### config.mk
export PLATFORM = sky130hd
export DESIGN_NAME = jericalla_sequencer
export DESIGN_NICKNAME = d
export VERILOG_FILES = /design/src/rtl/jericalla_pkg.sv /design/src/rtl/seq_prog_mem.sv /design/src/rtl/jericalla_sequencer.sv
export SDC_FILE = /design/constraint.sdc
export NUM_CORES = 1
export LEC_CHECK = 0
export ABC_AREA = 1
export CELL_PAD_IN_SITES_DETAIL_PLACEMENT = 1
export CELL_PAD_IN_SITES_GLOBAL_PLACEMENT = 2
export CORE_MARGIN = 3
export CORE_UTILIZATION = 41
export CTS_BUF_LIST = sky130_fd_sc_hd__clkbuf_4
export DETAILED_ROUTE_END_ITERATION = 10
export GPL_TIMING_DRIVEN = 0
export PLACE_DENSITY = 0.92
export SLEW_MARGIN = 30
export SYNTH_ARGS = -nofsm -noshare
export SYNTH_HDL_FRONTEND = slang
export SYNTH_HIERARCHICAL = 1
export SYNTH_SLANG_ARGS = --single-unit
export TNS_END_PERCENT = 20
### constraint.sdc
create_clock -name clk -period 2.7 [get_ports clk]
set_input_delay 0.81 -clock clk [delete_from_list [all_inputs] [get_ports clk]]
set_output_delay 0.81 -clock clk [all_outputs]
set_load 0.02 [all_outputs]
### src/rtl/jericalla_pkg.sv
// Shared definitions for the Jericalla instruction word and the sequencer FSM.
package jericalla_pkg;

  localparam int INSTR_W    = 17;
  localparam int DIRRAM_MSB = 16;
  localparam int DIRRAM_LSB = 13;
  localparam int OP_MSB     = 12;
  localparam int OP_LSB     = 9;
  localparam int DIR1_MSB   = 8;
  localparam int DIR1_LSB   = 5;
  localparam int DIR2_MSB   = 4;
  localparam int DIR2_LSB   = 1;
  localparam int EN_BIT     = 0;

  typedef enum logic [1:0] {
    IDLE  = 2'd0,
    ISSUE = 2'd1,
    DONE  = 2'd2
  } seq_state_t;

  // A word that does not write RAM has no architectural effect.
  function automatic logic is_nop(input logic [INSTR_W-1:0] word);
    return !word[EN_BIT];
  endfunction

endpackage

### src/rtl/seq_prog_mem.sv
// Program store: DEPTH x INSTR_W register file, one synchronous write port
// and one asynchronous read port. Contents are not reset.
module seq_prog_mem #(
  parameter int DEPTH   = 16,
  parameter int INSTR_W = 17
) (
  input  logic                       clk,
  input  logic                       wr_en,
  input  logic [$clog2(DEPTH)-1:0]   wr_addr,
  input  logic [INSTR_W-1:0]         wr_data,
  input  logic [$clog2(DEPTH)-1:0]   rd_addr,
  output logic [INSTR_W-1:0]         rd_data
);

  logic [INSTR_W-1:0] mem [DEPTH];

  always_ff @(posedge clk) begin
    if (wr_en) begin
      mem[wr_addr] <= wr_data;
    end
  end

  assign rd_data = mem[rd_addr];

endmodule

### src/rtl/jericalla_sequencer.sv
// Issues a loaded program to the Jericalla datapath over valid/ready, with
// optional whole-program repeats. Define JERICALLA_SEQ_SKIP_NOP_EN to skip no-op slots.
module jericalla_sequencer #(
  parameter int DEPTH   = 16,
  parameter int INSTR_W = 17,
  parameter int REP_W   = 8
) (
  input  logic                       clk,
  input  logic                       rst,
  input  logic                       load_en,
  input  logic [$clog2(DEPTH)-1:0]   load_addr,
  input  logic [INSTR_W-1:0]         load_data,
  input  logic                       start,
  input  logic [$clog2(DEPTH):0]     length,
  input  logic [REP_W-1:0]           repeat_cnt,
  output logic [INSTR_W-1:0]         instr_out,
  output logic                       instr_valid,
  input  logic                       instr_ready,
  output logic                       busy,
  output logic                       done
);

  import jericalla_pkg::*;

  localparam int AW = $clog2(DEPTH);

  seq_state_t         state, state_nxt;
  logic [AW-1:0]      pc, pc_nxt;
  logic [REP_W-1:0]   rep, rep_nxt;
  logic [REP_W-1:0]   rep_max;
  logic [AW:0]        len;
  logic [INSTR_W-1:0] slot;
  logic               mem_we;
  logic               last_slot;
  logic               skip;
  logic               run_start;

  // Writes only land while idle so a running program is never disturbed.
  assign mem_we    = load_en && (state == IDLE);
  assign run_start = start && (state == IDLE);

  seq_prog_mem #(
    .DEPTH   (DEPTH),
    .INSTR_W (INSTR_W)
  ) u_prog_mem (
    .clk     (clk),
    .wr_en   (mem_we),
    .wr_addr (load_addr),
    .wr_data (load_data),
    .rd_addr (pc),
    .rd_data (slot)
  );

  assign last_slot = ({1'b0, pc} == (len - (AW+1)'(1)));

`ifdef JERICALLA_SEQ_SKIP_NOP_EN
  assign skip = (state == ISSUE) && is_nop(slot);
`else
  assign skip = 1'b0;
`endif

  always_comb begin
    state_nxt   = state;
    pc_nxt      = pc;
    rep_nxt     = rep;
    instr_valid = 1'b0;
    instr_out   = '0;
    busy        = 1'b0;
    done        = 1'b0;
    case (state)
      IDLE: begin
        if (start) begin
          pc_nxt    = '0;
          rep_nxt   = '0;
          state_nxt = (length == '0) ? DONE : ISSUE;
        end
      end
      ISSUE: begin
        busy = 1'b1;
        if (!skip) begin
          instr_valid = 1'b1;
          instr_out   = slot;
        end
        // A skipped slot advances exactly as an accepted one would.
        if (skip || instr_ready) begin
          if (!last_slot) begin
            pc_nxt = pc + AW'(1);
          end else if (rep == rep_max) begin
            state_nxt = DONE;
          end else begin
            pc_nxt  = '0;
            rep_nxt = rep + REP_W'(1);
          end
        end
      end
      DONE: begin
        busy      = 1'b1;
        done      = 1'b1;
        state_nxt = IDLE;
      end
      default: state_nxt = IDLE;
    endcase
  end

  always_ff @(posedge clk) begin
    if (rst) begin
      state <= IDLE;
      pc    <= '0;
      rep   <= '0;
    end else begin
      state <= state_nxt;
      pc    <= pc_nxt;
      rep   <= rep_nxt;
    end
  end

  // Run parameters are captured once per start and held for the whole run.
  always_ff @(posedge clk) begin
    if (run_start) begin
      len     <= length;
      rep_max <= repeat_cnt;
    end
  end

endmodule
==> flow_metrics.env, run 1 <==
export IMPL_status="finished with violations"
export IMPL_violations="setup timing"
export IMPL_clock_power_share_pct=25.9
export IMPL_cp_end_kind="output port"
export IMPL_cts_tree="built"
export IMPL_stdcell_count=2059
export IMPL_dp_hpwl_mm=27.1
export IMPL_utilization_pct=54.6
export IMPL_final_nets=1605
export IMPL_clock_sinks=299
export IMPL_post_drt_wl_per_cell_um=22.7
export IMPL_gp_congestion=0.806
export IMPL_std_cell_rows=65
export IMPL_final_antenna_net_count=0
export IMPL_fmax_ghz=0.318
export IMPL_ys_types=29
export IMPL_gr_total_overflow=0
export IMPL_clockBufferDepth=3
export IMPL_hold_viol=0
export IMPL_cp_endpoint="instr_out[4]"
export IMPL_skew_ns=0.0689
export IMPL_setup_tns_ns=-6.80
export IMPL_power_density_nw_per_um2=920
export IMPL_cp_arrival_ns=2.34
export IMPL_placed_cells=1894
export IMPL_fin_crit_ns=3.15
export IMPL_via_per_inst=5.33
export IMPL_drv_cap=0
export IMPL_ff2ff_path_depth=6
export IMPL_cp_slowest_cell="dfxtp_4"
export IMPL_io_pins=59
export IMPL_cpPeakStageDelay_ns=0.39
export IMPL_setup_viol=17
export IMPL_slew_violations=0
export IMPL_via_count=11000
export IMPL_ir_worst_vdd_v=0.000395
export IMPL_hp_class="register to register"
export IMPL_n_fill_cell=3497
export IMPL_numCtsBuffers=81
export IMPL_drt_first_iter_violations=964
export IMPL_syn_area_um2=13400
export IMPL_areaGrowthSynthToFinish_pct=29.7
export IMPL_initial_core_util_pct=42.1
export IMPL_worstMarginPinSlew_ns=0.842
export IMPL_grt_busiest_layer="met2"
export IMPL_met3_usage_pct=5.34
export IMPL_worstSetupPathType="register to output port"
export IMPL_p_sw_share_pct=38.7
export IMPL_hold_ws_ns=0.521
export IMPL_switchingPower_mw=6.21
export IMPL_ys_ff_latch=299
export IMPL_synthArstFlopShare_pct=0
export IMPL_yosysSeqAreaShare_pct=65.8
export IMPL_grt_max_degree=18
export IMPL_core_area_um2=32000
export IMPL_worstPathCellList="buf_12 -> buf_12 -> buf_12 -> nand2_1 -> nand3_2 -> nand3_2 -> nand3_4 -> nand2_2 -> nand2_2 -> inv_2 -> buf_6"
export IMPL_met2_usage_pct=42.7
export IMPL_portBuffers=58
export IMPL_start_kind="register"
export IMPL_startpoint="pc[0]$_SDFFE_PP0P_"
export IMPL_grt_first_pass_wirelength_mm=66.8
export IMPL_synth_flop_cell="edfxtp_1"
export IMPL_clk_pin_slew_ns=0.06
export IMPL_cell_internal_pwr_mw=9.84
export IMPL_die_w_um=187
export IMPL_critical_path_max_fanout=6
export IMPL_regArea_um2=8850
export IMPL_ys_warn_count=6
export IMPL_drive_above_1_share_pct=26.0
export IMPL_multi_input_area_um2=4140
export IMPL_synth_edff_count=285
export IMPL_die_area_um2=35000
export IMPL_power_leakage_nw=7.63
export IMPL_root_buffer="clkbuf_4"
export IMPL_reg2reg_slack_ns=0.32
export IMPL_combPwrFrac_pct=40.0
export IMPL_r2r_end="u_prog_mem/mem[12][2]$_DFFE_PP_"
export IMPL_totalWireLength_mm=46.8
export IMPL_rr_startpoint="state[0]$_SDFFE_PP0P_"
export IMPL_fin_crit_sh_pct=117
export IMPL_track_usage_pct=25.2
export IMPL_worstPathRequired_ns=1.89
export IMPL_dp_worst_setup_slack_ns=-0.886
export IMPL_h_tree_depth=3
export IMPL_avgSynthCellArea_um2=9.63
export IMPL_max_slew_margin_pct=43.7
export IMPL_grt_pass1_vias=11500
export IMPL_rsz0062_at_grt="true"
export IMPL_antenna_found_initial=1
export IMPL_p_seq_share_pct=34.0
export IMPL_synth_nets=1441
export IMPL_drc=0
export IMPL_clk_latency_ns=0.76
export IMPL_use_met1_pct=31.1
export IMPL_critical_path_most_common_cell="buf_12"
export IMPL_finalWorstSetupSlack_ns=-0.448
export IMPL_syn_instance_count=1396
export IMPL_die_y_um=187
export IMPL_drt_pass1_iterations=5
==> area by class of cell <==
class                   instances  share of cell area (%)
diodes                          3                  0.0430
plain buffers                  59                    4.39
clock buffers                 128                    5.51
clock inverters                16                   0.488
inverters                     266                    5.86
multi-input cells             772                    23.8
flip-flops and latches        299                    50.7
well taps                     435                    3.12
repair buffers                 81                    6.08
==> power groups by stage <==
| stage | clock network [mW] | logic, mW | registers (mW) |
|---|---|---|---|
| 2_1_floorplan | 0 | 2.74 | 5.50 |
| 3_3_place_gp | 0 | 4.38 | 5.54 |
| 3_5_place_dp | 0 | 4.55 | 5.54 |
| 4_1_cts | 4.18 | 5.56 | 5.46 |
| 5_1_grt | 4.50 | 6.80 | 5.48 |
| 6_report | 4.16 | 6.43 | 5.46 |
==> cell families (layout without fill, tap and decap cells) <==
logic type                 count (synthesis)  count (layout)  share of synthesized area, %
xor gates and xnor gates                   2               2                         0.130
DFF                                      299             299                          65.8
adders and majority gates                  6               6                         0.558
buffers and inverters                    325             550                          9.65
and+or+nand+nor                          754             754                          23.5
AOI/OAI and AO/OA                         10              10                         0.419
other                                      0               3                             0
==> worst min path at each step <==
| stage | to | cells after the start | startpoint |
|---|---|---|---|
| after global routing | rep_max[5]$_DFFE_PP_ | 1 | repeat_cnt[5] |
| after CTS | rep[4]$_SDFFE_PP0P_ | 2 | rep[4]$_SDFFE_PP0P_ |
| after detailed placement | rep[4]$_SDFFE_PP0P_ | 2 | rep[4]$_SDFFE_PP0P_ |
| final | rep[4]$_SDFFE_PP0P_ | 2 | rep[4]$_SDFFE_PP0P_ |
| after floorplan | state[1]$_SDFFE_PP0P_ | 2 | state[1]$_SDFFE_PP0P_ |
| after global placement | state[1]$_SDFFE_PP0P_ | 2 | state[1]$_SDFFE_PP0P_ |
==> metal layers <==
| layer | share of wire, % | wire, um |
|---|---|---|
| met1 | 39 | 18100 |
| met2 | 49 | 22800 |
| met3 | 7.7 | 3580 |
| met4 | 5.0 | 2350 |
| met5 | 0 | 0 |
==> state kept, by name (all words and copies together), names as in the netlist <==
register	cells
rep_max	8
u_prog_mem/mem	272
rep	8
len	5
state	2
pc	4
==> synthesized netlist by cell type (2+ instances only) <==
master    instances  area [um^2]
nand4_1           2         12.5
nor2_1           56          210
a21oi_1           4         20.0
dfxtp_1          14          280
ha_1              6         75.1
o21ai_0           2         10.0
inv_2             4         15.0
edfxtp_1        285         8560
nand2_2           2         12.5
clkbuf_1         21         78.8
o21ai_1           2         10.0
buf_4             8         60.1
buf_6             2         22.5
clkinv_1          2         7.51
nand3b_1          5         37.5
nor2_2            2         12.5
buf_2            25          125
inv_1           259          972
nand2_1         458         1720
buf_1             3         11.3
nand3_1         226         1130
==> worst max-delay path, delay by kind of cell, from the launching register on <==
family	cells	cell delay (ns)
simple gates	6	0.57
flops	1	0.39
buf+inv	5	0.61
==> cell usage in the layout, fill, tap and decap left out, types with 3 or more instances in the layout <==
| cell | instances |
|---|---|
| diode_2 | 3 |
| inv_1 | 249 |
| nor2_4 | 16 |
| nand3b_1 | 5 |
| clkbuf_8 | 8 |
| nand2_1 | 418 |
| buf_12 | 19 |
| buf_4 | 14 |
| buf_8 | 8 |
| nand2_4 | 6 |
| nand3_1 | 121 |
| nand3_2 | 98 |
| inv_2 | 13 |
| clkinvlp_4 | 4 |
| clkdlybuf4s50_1 | 38 |
| buf_16 | 6 |
| clkbuf_4 | 137 |
| nor2_1 | 40 |
| clkinv_1 | 9 |
| a21oi_1 | 4 |
| nand2_2 | 36 |
| edfxtp_1 | 285 |
| clkbuf_16 | 5 |
| nand3_4 | 8 |
| dfxtp_1 | 10 |
| buf_6 | 27 |
| ha_1 | 5 |
==> metrics by stage <==
step                      power, mW  cell area (um^2)
after floorplan                8.24             13400
after global placement         9.92             14600
after detailed placement       10.1             14800
after CTS                      15.2             16800
after global routing           16.8             17400
final                          16.0             17400
==> repair_timing <==
item,in CTS,in global routing
gates cloned,6,5
pin swaps,24,58
buffers inserted,7,2
hold buffers,0,0
endpoints found under the setup margin,20,18
gates resized for setup,308,140
No activity file was read; power rests on OpenSTA's default activity.
==> run 2: changes to the inputs <==
--- a/config.mk
+++ b/config.mk
@@ -5,15 +5,14 @@
 export SDC_FILE = /design/constraint.sdc
 export NUM_CORES = 1
 export LEC_CHECK = 0
-export ABC_AREA = 1
 export CELL_PAD_IN_SITES_DETAIL_PLACEMENT = 1
 export CELL_PAD_IN_SITES_GLOBAL_PLACEMENT = 2
 export CORE_MARGIN = 3
-export CORE_UTILIZATION = 41
+export CORE_UTILIZATION = 44
 export CTS_BUF_LIST = sky130_fd_sc_hd__clkbuf_4
 export DETAILED_ROUTE_END_ITERATION = 10
 export GPL_TIMING_DRIVEN = 0
-export PLACE_DENSITY = 0.92
+export PLACE_DENSITY = 0.84
 export SLEW_MARGIN = 30
 export SYNTH_ARGS = -nofsm -noshare
 export SYNTH_HDL_FRONTEND = slang
==> flow_metrics.env, run 2 <==
export IMPL_synthAdderAreaFrac_pct=0.631
export IMPL_gr_total_overflow=0
export IMPL_synth_compound_area_share_pct=3.48
export IMPL_final_antenna_net_count=0
export IMPL_synth_top_family_by_area="multiplexers"
export IMPL_fin_area_um2=14500
export IMPL_worstPathRequired_ns=1.89
export IMPL_synth_nets=651
export IMPL_gp_congestion=0.796
export IMPL_final_nets=804
export IMPL_core_area_um2=26400
export IMPL_hold_viol=0
export IMPL_hp_class="register to register"
export IMPL_fin_crit_ns=3.39
export IMPL_hold_ws_ns=0.488
export IMPL_top_regs="u_prog_mem/mem x272, rep x8, rep_max x8"
export IMPL_std_cell_rows=59
export IMPL_synth_simple_gate_area_share_pct=5.42
export IMPL_cts_tree="built"
export IMPL_setup_tns_ns=-11.01
export IMPL_use_met1_pct=26.5
export IMPL_via_per_inst=5.77
export IMPL_h_tree_depth=3
export IMPL_final_cell_mix="285 x edfxtp_1, 110 x clkbuf_4, 68 x mux4_2"
export IMPL_clk_pin_slew_ns=0.06
export IMPL_synth_common_cells="285 x edfxtp_1, 65 x mux4_2, 35 x a22oi_1"
export IMPL_cp_end_kind="output port"
export IMPL_grt_first_pass_wirelength_mm=45.3
export IMPL_root_buffer="clkbuf_4"
export IMPL_yosysSeqAreaShare_pct=74.2
export IMPL_die_area_um2=29100
export IMPL_synth_area_mux_share_pct=13.6
export IMPL_worstSetupPathType="register to output port"
export IMPL_slew_violations=0
export IMPL_drc=0
export IMPL_io_pins=59
export IMPL_met3_usage_pct=5.62
export IMPL_die_w_um=170
export IMPL_drt_first_iter_violations=585
export IMPL_finalWorstSetupSlack_ns=-0.694
export IMPL_synth_flop_cell="edfxtp_1"
export IMPL_totalWireLength_mm=30.2
export IMPL_portBuffers=57
export IMPL_synth_top_cell_area_share_pct=71.9
export IMPL_clk_latency_ns=0.69
export IMPL_stdcell_count=1149
export IMPL_synth_edff_count=285
export IMPL_setup_viol=17
export IMPL_numCtsBuffers=78
export IMPL_synth_most_common_cell="edfxtp_1"
export IMPL_clockBufferDepth=3
export IMPL_grt_busiest_layer="met2"
export IMPL_n_fill_cell=2392
export IMPL_areaGrowthSynthToFinish_pct=21.5
export IMPL_fmax_ghz=0.295
export IMPL_max_slew_margin_pct=50.5
export IMPL_ys_types=49
export IMPL_dp_hpwl_mm=18.5
export IMPL_avgSynthCellArea_um2=19.6
export IMPL_start_kind="register"
export IMPL_synth_xor_area_share_pct=1.02
export IMPL_placed_cells=1009
export IMPL_syn_instance_count=606
export IMPL_critical_path_max_fanout=6
export IMPL_via_count=6633
export IMPL_cp_arrival_ns=2.58
export IMPL_drive_above_1_share_pct=37.6
export IMPL_die_y_um=170
export IMPL_ys_ff_latch=299
export IMPL_fin_crit_sh_pct=126
export IMPL_top_register="u_prog_mem/mem"
export IMPL_place_area_um2=13100
export IMPL_cts_hold_buf=0
export IMPL_drv_cap=0
export IMPL_drt_pass1_iterations=5
export IMPL_ir_worst_vdd_v=0.000452
export IMPL_syn_area_um2=11900
export IMPL_power_leakage_nw=4.65
export IMPL_initial_core_util_pct=45.2
export IMPL_antenna_found_initial=1
export IMPL_rsz0062_at_grt="true"
export IMPL_synthArstFlopShare_pct=0
export IMPL_largest_register_ffs=272
export IMPL_ys_warn_count=6
export IMPL_track_usage_pct=21.4
export IMPL_clock_sinks=299
export IMPL_worstMarginPinSlew_ns=0.741
export IMPL_met2_usage_pct=36.8
export IMPL_violations="setup timing"
export IMPL_status="finished with violations"
export IMPL_skew_ns=0.0368
export IMPL_grt_pass1_vias=7385
export IMPL_power_density_nw_per_um2=774
export IMPL_final_common_cell="edfxtp_1"
export IMPL_grt_max_degree=18
export IMPL_post_drt_wl_per_cell_um=26.3
export IMPL_synth_top_area_cell="edfxtp_1"
export IMPL_synth_area_leaders="edfxtp_1 72%, mux4_2 12%, dfxtp_1 2.4%, a22oi_1 2.2%, and2_1 1.2%"
[run 2: changes by cell type after synthesis, sizes merged, moves of 22 or more]
cell	previous run	this run
a22oi	0	35
and2	0	22
buf	38	14
inv	263	9
mux4	0	68
nand2	460	35
nand3	227	6
nor2	58	18
[run 2: kinds of logic (layout without fill, tap and decap cells)]
logic type,after synthesis,after routing
DFF,299,299
xor gates and xnor gates,13,13
AOI/OAI and AO/OA,55,55
buffers and inverters,36,243
and+or+nand+nor,121,121
muxes,76,76
adders and majority gates,6,6
other,0,1
[run 2: worst paths after layout]
path                                            start                              to  slack [ns]  cells past startpoint
worst max-delay path               pc[0]$_SDFFE_PP0P_                   instr_out[16]       -0.69                      8
worst min-delay path            state[0]$_SDFFE_PP0P_           state[0]$_SDFFE_PP0P_        0.49                      2
worst max register to register  state[1]$_SDFFE_PP0P_  u_prog_mem/mem[4][9]$_DFFE_PP_        0.17                      7
worst min register to register  state[0]$_SDFFE_PP0P_           state[0]$_SDFFE_PP0P_        0.49                      2
[run 2: timing repair]
item / 4_1_cts / 5_1_grt
setup buffers: 6 / 0
endpoints found under the hold margin: 0 / 0
setup endpoints to repair: 39 / 70
pin swaps: 9 / 12
cloned: 2 / 0
gates resized for setup: 163 / 23
[run 2: power breakdown]
part	internal, mW	switching [mW]	total [mW]
sequential	5.26	0.0905	5.35
clock	1.97	1.91	3.87
combinational	0.927	1.05	1.98
total	8.15	3.05	11.2
[run 2: final cells by class]
class	count	area [um^2]	share of cell area, %
sequential	299	8850	61.2
buffer	25	275	1.90
antenna	1	2.50	0.0173
inverter	9	33.8	0.234
clock inverter	27	174	1.20
clock buffer	107	803	5.55
multi-input combinational	271	3130	21.7
timing repair buffer	75	773	5.35
tap	335	419	2.90
[run 2: stage by stage]
stage | util, % | power (mW) | setup slack, ns
after floorplan | - | 6.54 | -0.0305
after global placement | 48.9 | 7.10 | -2.13
after detailed placement | 49.8 | 7.21 | -0.991
after CTS | 54.7 | 11.3 | -0.719
after global routing | 54.9 | 11.8 | -0.801
final | 54.9 | 11.2 | -0.694
[run 2: worst max-delay path, cell delays in order, from the launching register on]
cell	delay [ns]
dfxtp_4	0.44
buf_12	0.18
buf_12	0.12
buf_12	0.11
mux4_2	0.50
a22oi_2	0.17
nand2_1	0.09
and2_4	0.16
buf_6	0.12
[run 2: per-layer routing]
metal | part of all wire [%] | vias to the layer above
li1 | - | 2837
met1 | 40 | 3492
met2 | 52 | 253
met3 | 6.6 | 51
met4 | 2.2 | 0
met5 | 0 | -
